<file path="src/rtl/dcache_pkg.sv">
// rtl/dcache_pkg.sv - shared encodings, MSHR entry type and tag-width helper for dcache_nb
package dcache_pkg;

  localparam logic [1:0] BUS_NONE  = 2'd0;
  localparam logic [1:0] BUS_LOAD  = 2'd1;
  localparam logic [1:0] BUS_STORE = 2'd2;

  // Per-entry control state; the line address is held alongside at its parametrised width.
  typedef struct packed {
    logic       valid;
    logic       drop;
    logic [3:0] mem_tag;
  } mshr_meta_t;

  function automatic int tag_bits_of(input int addr_bits, input int idx_bits);
    return addr_bits - 3 - idx_bits;
  endfunction

endpackage

</file>
<file path="src/rtl/dcache_mshr.sv">
// rtl/dcache_mshr.sv - miss status table: line CAM, memory-tag CAM, lowest-free allocation
module dcache_mshr
  import dcache_pkg::*;
#(
  parameter int LINE_BITS  = 26,
  parameter int MSHR_DEPTH = 4
) (
  input  logic                 clock,
  input  logic                 reset,
  input  logic [LINE_BITS-1:0] lookup_line,
  input  logic [3:0]           ret_tag,
  input  logic                 alloc_en,
  input  logic [3:0]           alloc_tag,
  input  logic                 drop_en,
  output logic                 line_match,
  output logic                 full,
  output logic                 fill_hit,
  output logic                 fill_drop,
  output logic [LINE_BITS-1:0] fill_line
);

  mshr_meta_t           meta      [MSHR_DEPTH];
  logic [LINE_BITS-1:0] line_addr [MSHR_DEPTH];

  logic [MSHR_DEPTH-1:0] valid_vec, line_eq, tag_eq, alloc_eq, drop_vec, free_vec, free_onehot;
  logic                  do_alloc;

  always_comb begin
    valid_vec = '0;
    line_eq   = '0;
    tag_eq    = '0;
    alloc_eq  = '0;
    drop_vec  = '0;
    fill_line = '0;
    for (int i = 0; i < MSHR_DEPTH; i++) begin
      valid_vec[i] = meta[i].valid;
      drop_vec[i]  = meta[i].drop;
      line_eq[i]   = meta[i].valid && (line_addr[i] == lookup_line);
      tag_eq[i]    = meta[i].valid && (ret_tag != 4'd0) && (meta[i].mem_tag == ret_tag);
      alloc_eq[i]  = meta[i].valid && (meta[i].mem_tag == alloc_tag);
      // Valid mem_tags are unique, so at most one entry contributes here.
      fill_line    = fill_line | (tag_eq[i] ? line_addr[i] : '0);
    end
  end

  assign free_vec    = ~valid_vec;
  assign free_onehot = free_vec & (~free_vec + MSHR_DEPTH'(1));
  assign full        = &valid_vec;
  assign line_match  = |line_eq;
  assign fill_hit    = |tag_eq;
  assign fill_drop   = |(tag_eq & drop_vec);
  assign do_alloc    = alloc_en && !(|alloc_eq);

  always_ff @(posedge clock) begin
    if (reset) begin
      for (int i = 0; i < MSHR_DEPTH; i++) begin
        meta[i]      <= '0;
        line_addr[i] <= '0;
      end
    end else begin
      for (int i = 0; i < MSHR_DEPTH; i++) begin
        if (tag_eq[i]) begin
          meta[i] <= '0;
        end else if (do_alloc && free_onehot[i]) begin
          meta[i]      <= '{valid: 1'b1, drop: 1'b0, mem_tag: alloc_tag};
          line_addr[i] <= lookup_line;
        end else if (drop_en && line_eq[i]) begin
          meta[i].drop <= 1'b1;
        end
      end
    end
  end

  // Memory must never hand out a tag that is still outstanding.
  assert property (@(posedge clock) disable iff (reset) !(alloc_en && (|alloc_eq)));

endmodule

</file>
<file path="src/rtl/dcache_nb.sv">
// rtl/dcache_nb.sv - non-blocking data-cache controller: request/response steering around the MSHR table
module dcache_nb
  import dcache_pkg::*;
#(
  parameter  int IDX_BITS   = 5,
  parameter  int ADDR_BITS  = 32,
  parameter  int MSHR_DEPTH = 4,
  localparam int TAG_BITS   = tag_bits_of(ADDR_BITS, IDX_BITS)
) (
  input  logic                clock,
  input  logic                reset,
  input  logic [63:0]         proc2dcache_addr,
  input  logic [1:0]          proc2dcache_command,
  input  logic [63:0]         proc2dcache_data,
  input  logic [63:0]         dcachemem_data,
  input  logic                dcachemem_valid,
  input  logic [3:0]          dmem2proc_response,
  input  logic [63:0]         dmem2proc_data,
  input  logic [3:0]          dmem2proc_tag,
  output logic [1:0]          proc2dmem_command,
  output logic [63:0]         proc2dmem_addr,
  output logic [63:0]         proc2dmem_data,
  output logic [63:0]         dcache_data_out,
  output logic                dcache_valid_out,
  output logic                dcache_stall,
  output logic [IDX_BITS-1:0] rd_index,
  output logic [TAG_BITS-1:0] rd_tag,
  output logic                store_write_enable,
  output logic [IDX_BITS-1:0] store_index,
  output logic [TAG_BITS-1:0] store_tag,
  output logic                fill_write_enable,
  output logic [IDX_BITS-1:0] fill_index,
  output logic [TAG_BITS-1:0] fill_tag,
  output logic [63:0]         fill_data
);

  localparam int LINE_BITS = TAG_BITS + IDX_BITS;

  logic [LINE_BITS-1:0] cur_line, fill_line;
  logic is_load, is_store, accepted, line_match, full, fill_hit, fill_drop;
  logic load_hit, bypass, load_miss, issue, alloc_en, store_ok, store_kill;
  logic unused_addr_bits;

  assign cur_line          = proc2dcache_addr[ADDR_BITS-1:3];
  assign {rd_tag, rd_index} = cur_line;
  assign unused_addr_bits  = ^proc2dcache_addr[2:0];

  assign is_load  = !reset && (proc2dcache_command == BUS_LOAD);
  assign is_store = !reset && (proc2dcache_command == BUS_STORE);
  assign accepted = (dmem2proc_response != 4'd0);

  // Storage hit beats bypass; bypass beats every miss path.
  assign load_hit  = is_load && dcachemem_valid;
  assign bypass    = is_load && !dcachemem_valid && fill_hit && (fill_line == cur_line);
  assign load_miss = is_load && !dcachemem_valid && !bypass;
  assign issue     = load_miss && !line_match && !full;
  assign alloc_en  = issue && accepted;

  assign store_ok   = is_store && accepted;
  assign store_kill = store_ok && fill_hit && (fill_line == cur_line);

  dcache_mshr #(
    .LINE_BITS  (LINE_BITS),
    .MSHR_DEPTH (MSHR_DEPTH)
  ) u_mshr (
    .clock       (clock),
    .reset       (reset),
    .lookup_line (cur_line),
    .ret_tag     (dmem2proc_tag),
    .alloc_en    (alloc_en),
    .alloc_tag   (dmem2proc_response),
    .drop_en     (store_ok),
    .line_match  (line_match),
    .full        (full),
    .fill_hit    (fill_hit),
    .fill_drop   (fill_drop),
    .fill_line   (fill_line)
  );

  assign proc2dmem_command = issue ? BUS_LOAD : (is_store ? BUS_STORE : BUS_NONE);
  assign proc2dmem_addr    = {proc2dcache_addr[63:3], 3'b000};
  assign proc2dmem_data    = proc2dcache_data;

  assign dcache_valid_out = load_hit || bypass;
  assign dcache_data_out  = load_hit ? dcachemem_data : (bypass ? dmem2proc_data : 64'd0);
  assign dcache_stall     = load_miss || (is_store && !accepted);

  assign store_write_enable = store_ok;
  assign store_index        = rd_index;
  assign store_tag          = rd_tag;

  assign fill_write_enable     = !reset && fill_hit && !fill_drop && !store_kill;
  assign {fill_tag, fill_index} = fill_line;
  assign fill_data             = dmem2proc_data;

endmodule

</file>
<file path="config.mk">
export PLATFORM = sky130hd
export DESIGN_NAME = dcache_nb
export DESIGN_NICKNAME = d
export VERILOG_FILES = /design/src/rtl/dcache_pkg.sv /design/src/rtl/dcache_mshr.sv /design/src/rtl/dcache_nb.sv
export SDC_FILE = /design/constraint.sdc
export NUM_CORES = 1
export LEC_CHECK = 0
export BUFFER_PORTS_ARGS = -buffer_cell sky130_fd_sc_hd__buf_2
export CORE_AREA = 2 2 239 241
export DETAILED_ROUTE_END_ITERATION = 8
export DIE_AREA = 0 0 241 243
export PLACE_DENSITY = 0.45
export SLEW_MARGIN = 0
export SYNTH_ARGS = -nofsm -noshare
export SYNTH_HDL_FRONTEND = slang
export SYNTH_SLANG_ARGS = --single-unit
</file>
<file path="constraint.sdc">
create_clock -name clock -period 3.2 [get_ports clock]
set_input_delay 0.16 -clock clock [delete_from_list [all_inputs] [get_ports clock]]
set_output_delay 0.16 -clock clock [all_outputs]
set_load 0.03 [all_outputs]
</file>
==> results of run 1 <==
==> layout by cell type, fill, tap and decap left out, types with 35 or more instances in the layout <==
cell	netlist	final
xor2_1	102	98
nand4_1	126	126
edfxtp_1	140	140
xnor2_1	72	71
buf_6	2	74
buf_2	55	351
buf_12	0	38
nand2_1	134	133
and2_1	136	117
nand3_1	36	35
buf_4	253	275
==> routing by layer <==
layer	wire length (µm)	part of all wire [%]
met5	105	0.16
met4	3260	5.0
met3	7400	11
met2	30300	46
met1	24600	37
==> critical path, stage by stage, from the launching register on <==
cell and delay [ns]:
edfxtp_1 0.46, xor2_1 0.22, nor2_4 0.37, buf_12 0.20, nand4_1 0.14, nand4_1 0.17
xor2_1 0.09, nor4_1 0.32, and4_4 0.32, nand4_1 0.16, buf_12 0.22, buf_16 0.15
o21ai_4 0.25, buf_6 0.17
==> registers in the layout (all words and copies together), names as in the netlist <==
signal            flops
u_mshr.line_addr    116
u_mshr.meta          24
==> worst paths after layout <==
| path | slack (ns) | endpoint | from |
|---|---|---|---|
| worst min register to register | 1.01 | u_mshr.meta[0][4]$_SDFFCE_PN0P_ | u_mshr.line_addr[0][21]$_SDFFCE_PN0P_ |
| worst min-delay path | 0.12 | u_mshr.line_addr[0][51]$_SDFFCE_PN0P_ | proc2dcache_addr[25] |
| worst max-delay path | -0.67 | dcache_data_out[1] | u_mshr.meta[0][1]$_SDFFCE_PN0P_ |
| worst max register to register | -0.58 | u_mshr.meta[1][5]$_SDFFCE_PN0P_ | u_mshr.meta[0][1]$_SDFFCE_PN0P_ |
==> cell families (layout without fill, tap and decap cells) <==
logic type / after synthesis / in the layout / share of synthesized area, %
AO/OA/AOI/OAI: 82 / 82 / 4.18
XOR/XNOR: 174 / 174 / 13.3
buffers and inverters: 366 / 802 / 21.0
flip-flops: 140 / 140 / 36.7
other: 1 / 5 / 0.0327
AND/OR/NAND/NOR: 509 / 512 / 24.8
==> where the power goes <==
part	switching [mW]	internal, mW
Combinational	1.05	0.658
Clock	0.940	1.18
Sequential	0.0609	2.09
Total	2.05	3.93
==> cell type report <==
cell class / count / area [µm²] / area share (%)
timing repair buffer: 761 / 6040 / 34.6
multi-input combinational: 771 / 5630 / 32.2
sequential: 140 / 4200 / 24.1
tap: 756 / 946 / 5.42
clock buffer: 17 / 425 / 2.44
clock inverter: 15 / 178 / 1.02
inverter: 9 / 33.8 / 0.194
antenna: 2 / 5.00 / 0.0287
==> repair_timing <==
| action | in CTS | in global routing |
|---|---|---|
| hold buffers | 0 | 0 |
| pin swaps | 30 | 21 |
| gates cloned | 19 | 2 |
| setup buffers | 48 | 21 |
| setup endpoints to repair | 340 | 344 |
| resized for setup | 211 | 34 |
==> per-stage QoR <==
step	util, %	setup WS, ns
after floorplan	-	-0.0979
after global placement	26.4	-0.705
after detailed placement	26.4	-0.644
after CTS	30.6	-0.590
after global routing	31.2	-0.765
final	31.2	-0.671
==> flow_metrics.py, run 1 <==
metrics = {
    "yosys": {
        "synth_top_cell_by_area": "edfxtp_1",
        "synth_top_area_share_pct": 36.7,
        "yosysMostFrequentCell": "buf_4",
        "synth-seq-cells": 140,
        "ys_types": 43,
        "netlist_instances": 1272,
        "netlist_area_mm2": 0.0115,
        "seq_area_frac_synth_pct": 36.7,
        "syn_avg_cell_area_um2": 9.01,
        "synthTopCellsByCount": "buf_4, edfxtp_1, and2_1",
        "synth_edf_count": 140,
        "yosysWarnings": 0,
        "ys_async_sr_fraction_pct": 0,
        "ys.flop_type": "edfxtp_1",
        "synth_area_leaders": "edfxtp_1, buf_4, xor2_1",
    },
    "pwr": {
        "leakage_nw": 7.76,
        "power_density_mw_per_mm2": 342,
        "finalPower_mw": 5.98,
        "ir_drop_v": 0.000349,
    },
    "min_path": {
        "holdPathStages": 2,
        "hold_path_class": "input pin to flop",
    },
    "routing": {
        "num_vias": 11500,
        "drt-initial-drc-count": 991,
        "drc_errors": 0,
        "ant_nets": 0,
        "drt_pass1_iterations": 6,
        "drt-wirelength-per-cell_um": 26.6,
        "drt-total-wl_um": 65700,
        "viasPerCell": 4.67,
    },
    "place": {
        "dp_hpwl_um": 48200,
        "gp_congestion": 0.905,
        "placed_area_mm2": 0.0148,
        "portBuffers": 419,
        "dp_cells": 2353,
    },
    "clocking": {
        "clk_latency_ns": 0.44,
        "clock-root-buffer": "clkbuf_16",
        "cts_tree": "built",
        "cts_buffers": 17,
        "cts_buffer_depth": 2,
        "htreeDepth": 4,
        "cts.sinks": 140,
        "clkTransAtPathRegs_ns": 0.07,
    },
    "sta": {
        "finalClockSkew_ns": 0.0101,
        "tns_ns": -169.89,
        "max_freq_ghz": 0.258,
        "worstMarginPinSlew_ns": 0.809,
        "hold_viol_final": 0,
        "grt_setup_unrepaired": "yes",
        "fin_crit_sh_pct": 121,
        "min_period_ns": 3.87,
        "whs_ns": 0.124,
        "setup_viol": 344,
        "slew_headroom_pct": 45.9,
        "slew_viol_final": 0,
        "setup_slack_ns": -0.671,
    },
    "floorplanning": {
        "start_util_pct": 20.5,
        "num_rows": 87,
        "core_region_area_mm2": 0.0560,
        "die_h_um": 243,
        "num_io_pins": 618,
        "dieArea_mm2": 0.0586,
        "die_x_um": 241,
    },
    "grt": {
        "met3_usage_pct": 7.80,
        "grt_pass1_vias": 11300,
        "grtUsageTotal_pct": 21.3,
        "grt_pass1_wl_um": 87100,
        "met1_usage_pct": 24.6,
        "grtUsageMet2_pct": 34.9,
        "busiest_layer": "met2",
        "grt_max_degree": 64,
        "antenna_found_initial": 4,
        "overflow": 0,
    },
    "worst_setup_path": {
        "reg2regPathDepth": 17,
        "crit_path_end_kind": "primary output",
        "crit_fanout": 10,
        "start_kind": "flop",
        "crit_type": "flop to primary output",
        "required_ns": 3.04,
        "cp.arrival_ns": 3.71,
    },
    "outcome": {
        "violations": "setup timing",
        "outcome": "complete, but fails checks",
    },
    "cells_and_area": {
        "synthToLayoutAreaGrowth_pct": 52.4,
        "nets": 1969,
        "fill_cells": 5792,
        "fin_area_mm2": 0.0175,
        "layout.cells.non_filler": 2471,
        "drive_above_1_share_pct": 53.0,
    },
    "job": {
        "cap_violations": 0,
    },
}
No activity file was read; power rests on OpenSTA's default activity.
==> run 2: changes to the inputs <==
--- a/config.mk
+++ b/config.mk
@@ -10,5 +10,7 @@
 export DETAILED_ROUTE_END_ITERATION = 8
 export DIE_AREA = 0 0 241 243
+export GPL_TIMING_DRIVEN = 1
 export PLACE_DENSITY = 0.45
+export REMOVE_ABC_BUFFERS = 1
 export SLEW_MARGIN = 0
 export SYNTH_ARGS = -nofsm -noshare
==> constraint.sdc (replaced) <==
create_clock -name clock -period 3.2 [get_ports clock]
set_input_delay 0.64 -clock clock [delete_from_list [all_inputs] [get_ports clock]]
set_output_delay 0.64 -clock clock [all_outputs]
set_load 0.03 [all_outputs]
==> run 2 against run 1 <==
Against the previous run: largest cell class is now multi-input combinational cells; the flow still finishes with violations (setup timing); highest routed layer unchanged; total power increased by 0.78%; via count decreased by 1.9%; sequential cell count unchanged.
==> flow_metrics.py, run 2 (synthesis results as in run 1) <==
metrics = {
    "worst_setup_path": {
        "crit_path_end_kind": "primary output",
        "start_kind": "input pin",
        "crit_type": "input pin to primary output",
        "reg2regPathDepth": 17,
        "cp.arrival_ns": 3.68,
        "crit_fanout": 17,
        "required_ns": 2.56,
    },
    "grt": {
        "grt_pass1_wl_um": 88700,
        "grtUsageTotal_pct": 22.4,
        "overflow": 0,
        "grt_max_degree": 34,
        "grt_pass1_vias": 10400,
        "antenna_found_initial": 4,
    },
    "cells_and_area": {
        "final_common_cell": "buf_2",
        "synthToLayoutAreaGrowth_pct": 41.1,
        "drive_above_1_share_pct": 48.2,
        "nets": 1913,
        "layout.cells.non_filler": 2414,
        "top_regs": "u_mshr.line_addr x116, u_mshr.meta x24",
        "largest_reg_flops": 116,
        "regMostFlops": "u_mshr.line_addr",
        "final_cell_mix": "buf_2, buf_4, edfxtp_1, and2_1, nand2_1",
    },
    "floorplanning": {
        "num_rows": 87,
        "core_region_area_mm2": 0.0560,
        "die_h_um": 243,
        "num_io_pins": 618,
        "dieArea_mm2": 0.0586,
        "die_x_um": 241,
        "start_util_pct": 20.5,
    },
    "sta": {
        "min_period_ns": 4.32,
        "finalClockSkew_ns": 0.0166,
        "setup_slack_ns": -1.12,
        "max_freq_ghz": 0.231,
        "slew_viol_final": 0,
        "hold_viol_final": 0,
        "grt_setup_unrepaired": "yes",
        "fin_crit_sh_pct": 135,
        "slew_headroom_pct": 62.0,
        "worstMarginPinSlew_ns": 0.565,
        "setup_viol": 345,
    },
    "pwr": {
        "ir_drop_v": 0.000358,
        "finalPower_mw": 6.02,
        "leakage_nw": 7.21,
        "power_density_mw_per_mm2": 373,
    },
    "clocking": {
        "clock-root-buffer": "clkbuf_16",
        "cts.sinks": 140,
        "cts_buffers": 17,
        "htreeDepth": 4,
        "cts_tree": "built",
        "clk_latency_ns": 0.45,
        "clkTransAtPathRegs_ns": 0.06,
        "cts_buffer_depth": 2,
    },
    "place": {
        "dp_hpwl_um": 55500,
        "portBuffers": 419,
        "dp_cells": 2342,
        "gp_congestion": 0.944,
        "pre_cts_ws_ns": -1.31,
    },
    "min_path": {
        "hold_path_class": "input pin to flop",
        "holdPathStages": 2,
    },
    "routing": {
        "drt-wirelength-per-cell_um": 29.1,
        "drt_pass1_iterations": 6,
        "drt-total-wl_um": 70300,
        "drt-initial-drc-count": 1086,
        "num_vias": 11300,
        "drc_errors": 0,
        "viasPerCell": 4.69,
        "ant_nets": 0,
    },
    "job": {
        "cap_violations": 0,
    },
    "outcome": {
        "violations": "setup timing",
        "outcome": "complete, but fails checks",
    },
}
## run 2: path summary, 6_finish.rpt
kind	end	start	slack [ns]
worst min register to register	u_mshr.meta[1][4]$_SDFFCE_PN0P_	u_mshr.line_addr[0][41]$_SDFFCE_PN0P_	0.98
worst min-delay path	u_mshr.meta[0][3]$_SDFFCE_PN0P_	dmem2proc_response[3]	0.60
worst max register to register	u_mshr.line_addr[0][22]$_SDFFCE_PN0P_	u_mshr.meta[0][0]$_SDFFCE_PN0P_	-0.54
worst max-delay path	proc2dmem_command[0]	dmem2proc_tag[0]	-1.12
## run 2: final cells by class
class	instances	area, µm²
Tap cell	756	946
Timing Repair Buffer	708	5160
Multi-Input combinational cell	768	5160
Inverter	9	33.8
Fill cell	5915	39800
Sequential cell	140	4200
Clock inverter	13	215
Clock buffer	19	433
Antenna cell	1	2.50
## run 2: layer usage
metal	vias to the layer above	share of wire, %	track usage, %
met5	-	0.34	3.96
met1	5357	35	23.7
met2	943	47	37.6
met4	6	5.5	10.0
li1	4862	-	-
met3	147	13	10.1
## run 2: what timing repair did
action / in CTS / in global routing
cloned: 3 / 6
hold endpoints to repair: 0 / 0
hold buffers: 0 / 0
buffers inserted: 30 / 13
endpoints found under the setup margin: 347 / 352
pin swaps: 13 / 8
resized for setup: 148 / 91
## run 2: power breakdown
part | total, mW | switching (mW) | internal (mW) | leakage [nW]
logic | 1.61 | 0.986 | 0.622 | 5.45
clock network | 2.25 | 0.861 | 1.39 | 0.312
registers | 2.16 | 0.0696 | 2.09 | 1.45
## run 2: stage by stage
step                utilization [%]  hold WS (ns)  TNS, ns  area (µm²)
CTS                            28.1         0.576  -151.04       15700
global placement               25.7         0.981  -295.92       14400
floorplan                         -         0.782  -781.39        9090
finish                         28.9         0.598  -175.02       16200
detailed placement             25.7         0.979  -287.14       14400
global route                   28.9         0.596  -223.61       16200
## run 2: worst max-delay path, stage by stage
cell and delay (ns):
buf_2 0.12, buf_4 0.16, a222oi_1 0.32, buf_4 0.21, buf_8 0.13, buf_4 0.12, nand4_1 0.16, nand4_1 0.19
xor2_1 0.11, nor4_2 0.25, buf_4 0.18, and4_4 0.23, nand4_1 0.09, buf_6 0.17, buf_16 0.17, nor2b_1 0.14
buf_4 0.13, buf_6 0.13
==> run 3: changes to the inputs <==
Settings changed: CORE_AREA 2 2 239 241 to 2 2 238 240, DIE_AREA 0 0 241 243 to 0 0 240 242, PLACE_DENSITY 0.45 to 0.46.
==> run 3 against run 2 <==
Against the previous run: the flow still finishes with violations (setup timing); count of clock-buffer cells in the layout shrank 2; critical path type is now flop to primary output; non-clock buffer count shrank 4; via count grew 0.27%; first-iteration DRC count grew 5.3%; largest power group is now sequential cells; routed wire length shrank 1.5%; critical path depth shrank 1; fmax grew 1.0%; combinational power is essentially flat; sequential cell count is the same; register-to-register slack lost 0.37 ns.
==> flow_metrics.py, run 3 (synthesis results as in run 1) <==
metrics = {
    "floorplanning": {
        "die_h_um": 242,
        "core_region_area_mm2": 0.0557,
        "start_util_pct": 20.6,
        "dieArea_mm2": 0.0581,
        "num_rows": 87,
        "num_io_pins": 618,
        "die_x_um": 240,
    },
    "cells_and_area": {
        "regMostFlops": "u_mshr.line_addr",
        "drive_above_1_share_pct": 50.2,
        "synthToLayoutAreaGrowth_pct": 42.9,
        "final_core_util_pct": 29.4,
        "layout.cells.non_filler": 2410,
        "nets": 1909,
        "fin_area_mm2": 0.0164,
        "largest_reg_flops": 116,
        "final_cell_mix": "buf_2, buf_4, edfxtp_1, nand2_1, nand4_1",
        "top_regs": "u_mshr.line_addr x116, u_mshr.meta x24",
        "final_common_cell": "buf_2",
    },
    "routing": {
        "num_vias": 11300,
        "viasPerCell": 4.71,
        "drt_pass1_iterations": 6,
        "drt-wirelength-per-cell_um": 28.7,
        "drc_errors": 0,
        "drt-total-wl_um": 69300,
        "ant_nets": 0,
        "drt-initial-drc-count": 1144,
    },
    "grt": {
        "grtUsageTotal_pct": 22.1,
        "grt_pass1_wl_um": 88000,
        "overflow": 0,
        "grt_pass1_vias": 10600,
        "grt_max_degree": 44,
        "antenna_found_initial": 3,
    },
    "pwr": {
        "p_int_mw": 3.84,
        "ir_drop_v": 0.000278,
        "p_switching_mw": 1.90,
        "finalPower_mw": 5.73,
        "power_frac_seq_pct": 37.6,
        "power_density_mw_per_mm2": 350,
        "switching_share_pct": 33.1,
        "leakage_nw": 7.26,
        "comb_power_share_pct": 27.5,
        "clkPwrFrac_pct": 34.9,
    },
    "clocking": {
        "cts.sinks": 140,
        "cts_buffer_depth": 2,
        "clkTransAtPathRegs_ns": 0.07,
        "htreeDepth": 4,
        "cts_buffers": 17,
        "cts_tree": "built",
        "clk_latency_ns": 0.44,
        "cts_hold_buffers": 0,
        "clock-root-buffer": "clkbuf_16",
    },
    "sta": {
        "max_freq_ghz": 0.234,
        "worstMarginPinSlew_ns": 0.582,
        "finalClockSkew_ns": 0.0140,
        "slew_headroom_pct": 60.8,
        "min_period_ns": 4.28,
        "setup_viol": 344,
        "fin_crit_sh_pct": 134,
        "whs_ns": 0.573,
        "grt_setup_unrepaired": "yes",
        "tns_ns": -272.19,
        "slew_viol_final": 0,
        "hold_viol_final": 0,
        "setup_slack_ns": -1.08,
    },
    "place": {
        "placed_area_mm2": 0.0142,
        "dp_cells": 2326,
        "pre_cts_ws_ns": -1.35,
        "dp_hpwl_um": 53400,
        "portBuffers": 419,
        "gp_congestion": 0.907,
    },
    "worst_setup_path": {
        "required_ns": 2.56,
        "crit_type": "flop to primary output",
        "start_kind": "flop",
        "crit_fanout": 10,
        "cp.arrival_ns": 3.64,
        "crit_path_end_kind": "primary output",
    },
    "outcome": {
        "violations": "setup timing",
        "outcome": "complete, but fails checks",
    },
    "min_path": {
        "hold_path_class": "input pin to flop",
    },
    "job": {
        "cap_violations": 0,
    },
}
run 3: worst paths after layout:
check                                                             from                                     to  slack [ns]  cells past startpoint
worst max-delay path                   u_mshr.meta[2][0]$_SDFFCE_PN0P_                      fill_write_enable       -1.08                     17
worst min-delay path                              proc2dcache_addr[20]  u_mshr.line_addr[0][17]$_SDFFCE_PN0P_        0.57                      2
worst max register to register         u_mshr.meta[2][0]$_SDFFCE_PN0P_  u_mshr.line_addr[0][79]$_SDFFCE_PN0P_       -0.91                     20
worst min register to register  u_mshr.line_addr[0][114]$_SDFFCE_PN0P_            u_mshr.meta[3][4]$_DFFE_PP_        1.02                      5
run 3: cell type report:
| cell class | count | area (µm²) |
|---|---|---|
| antenna | 2 | 5.00 |
| clock buffer | 17 | 425 |
| clock inverter | 14 | 144 |
| fill | 5933 | 39400 |
| inverter | 9 | 33.8 |
| multi-input combinational | 768 | 5360 |
| sequential | 140 | 4200 |
| tap | 756 | 946 |
| timing repair buffer | 704 | 5260 |
run 3: metal layers:
metal,vias up,global-route usage (%),wire length (µm),share of wire (%)
met3,98,9.98,9220,13
met4,10,7.09,2380,3.4
met2,896,37.2,32500,47
met5,-,5.39,418,0.60
li1,4868,-,-,-
met1,5473,24.2,24700,36
run 3: worst max-delay path, stage by stage, from the launching register on:
cell	delay, ns
edfxtp_1	0.34
inv_1	0.05
a222oi_1	0.48
buf_4	0.24
buf_4	0.18
nand4_1	0.15
nand4_1	0.20
xor2_2	0.24
nor4_2	0.08
and4_4	0.21
buf_4	0.13
buf_6	0.10
buf_6	0.10
buf_6	0.10
buf_6	0.10
buf_6	0.11
a31oi_4	0.21
buf_6	0.16
run 3: timing repair:
| action | CTS | global route |
|---|---|---|
| resized for setup | 214 | 78 |
| setup buffers | 23 | 16 |
| hold endpoints to repair | 0 | 0 |
| pin swaps | 28 | 17 |
| gates cloned | 3 | 13 |
| setup endpoints to repair | 346 | 353 |
run 3: power groups by stage:
stage               logic [mW]  registers (mW)  clock network, mW
global placement          1.44            2.19                  0
finish                    1.58            2.16               2.00
global route              1.64            2.16               2.08
floorplan                0.371            2.18                  0
detailed placement        1.44            2.19                  0
CTS                       1.51            2.15               2.02
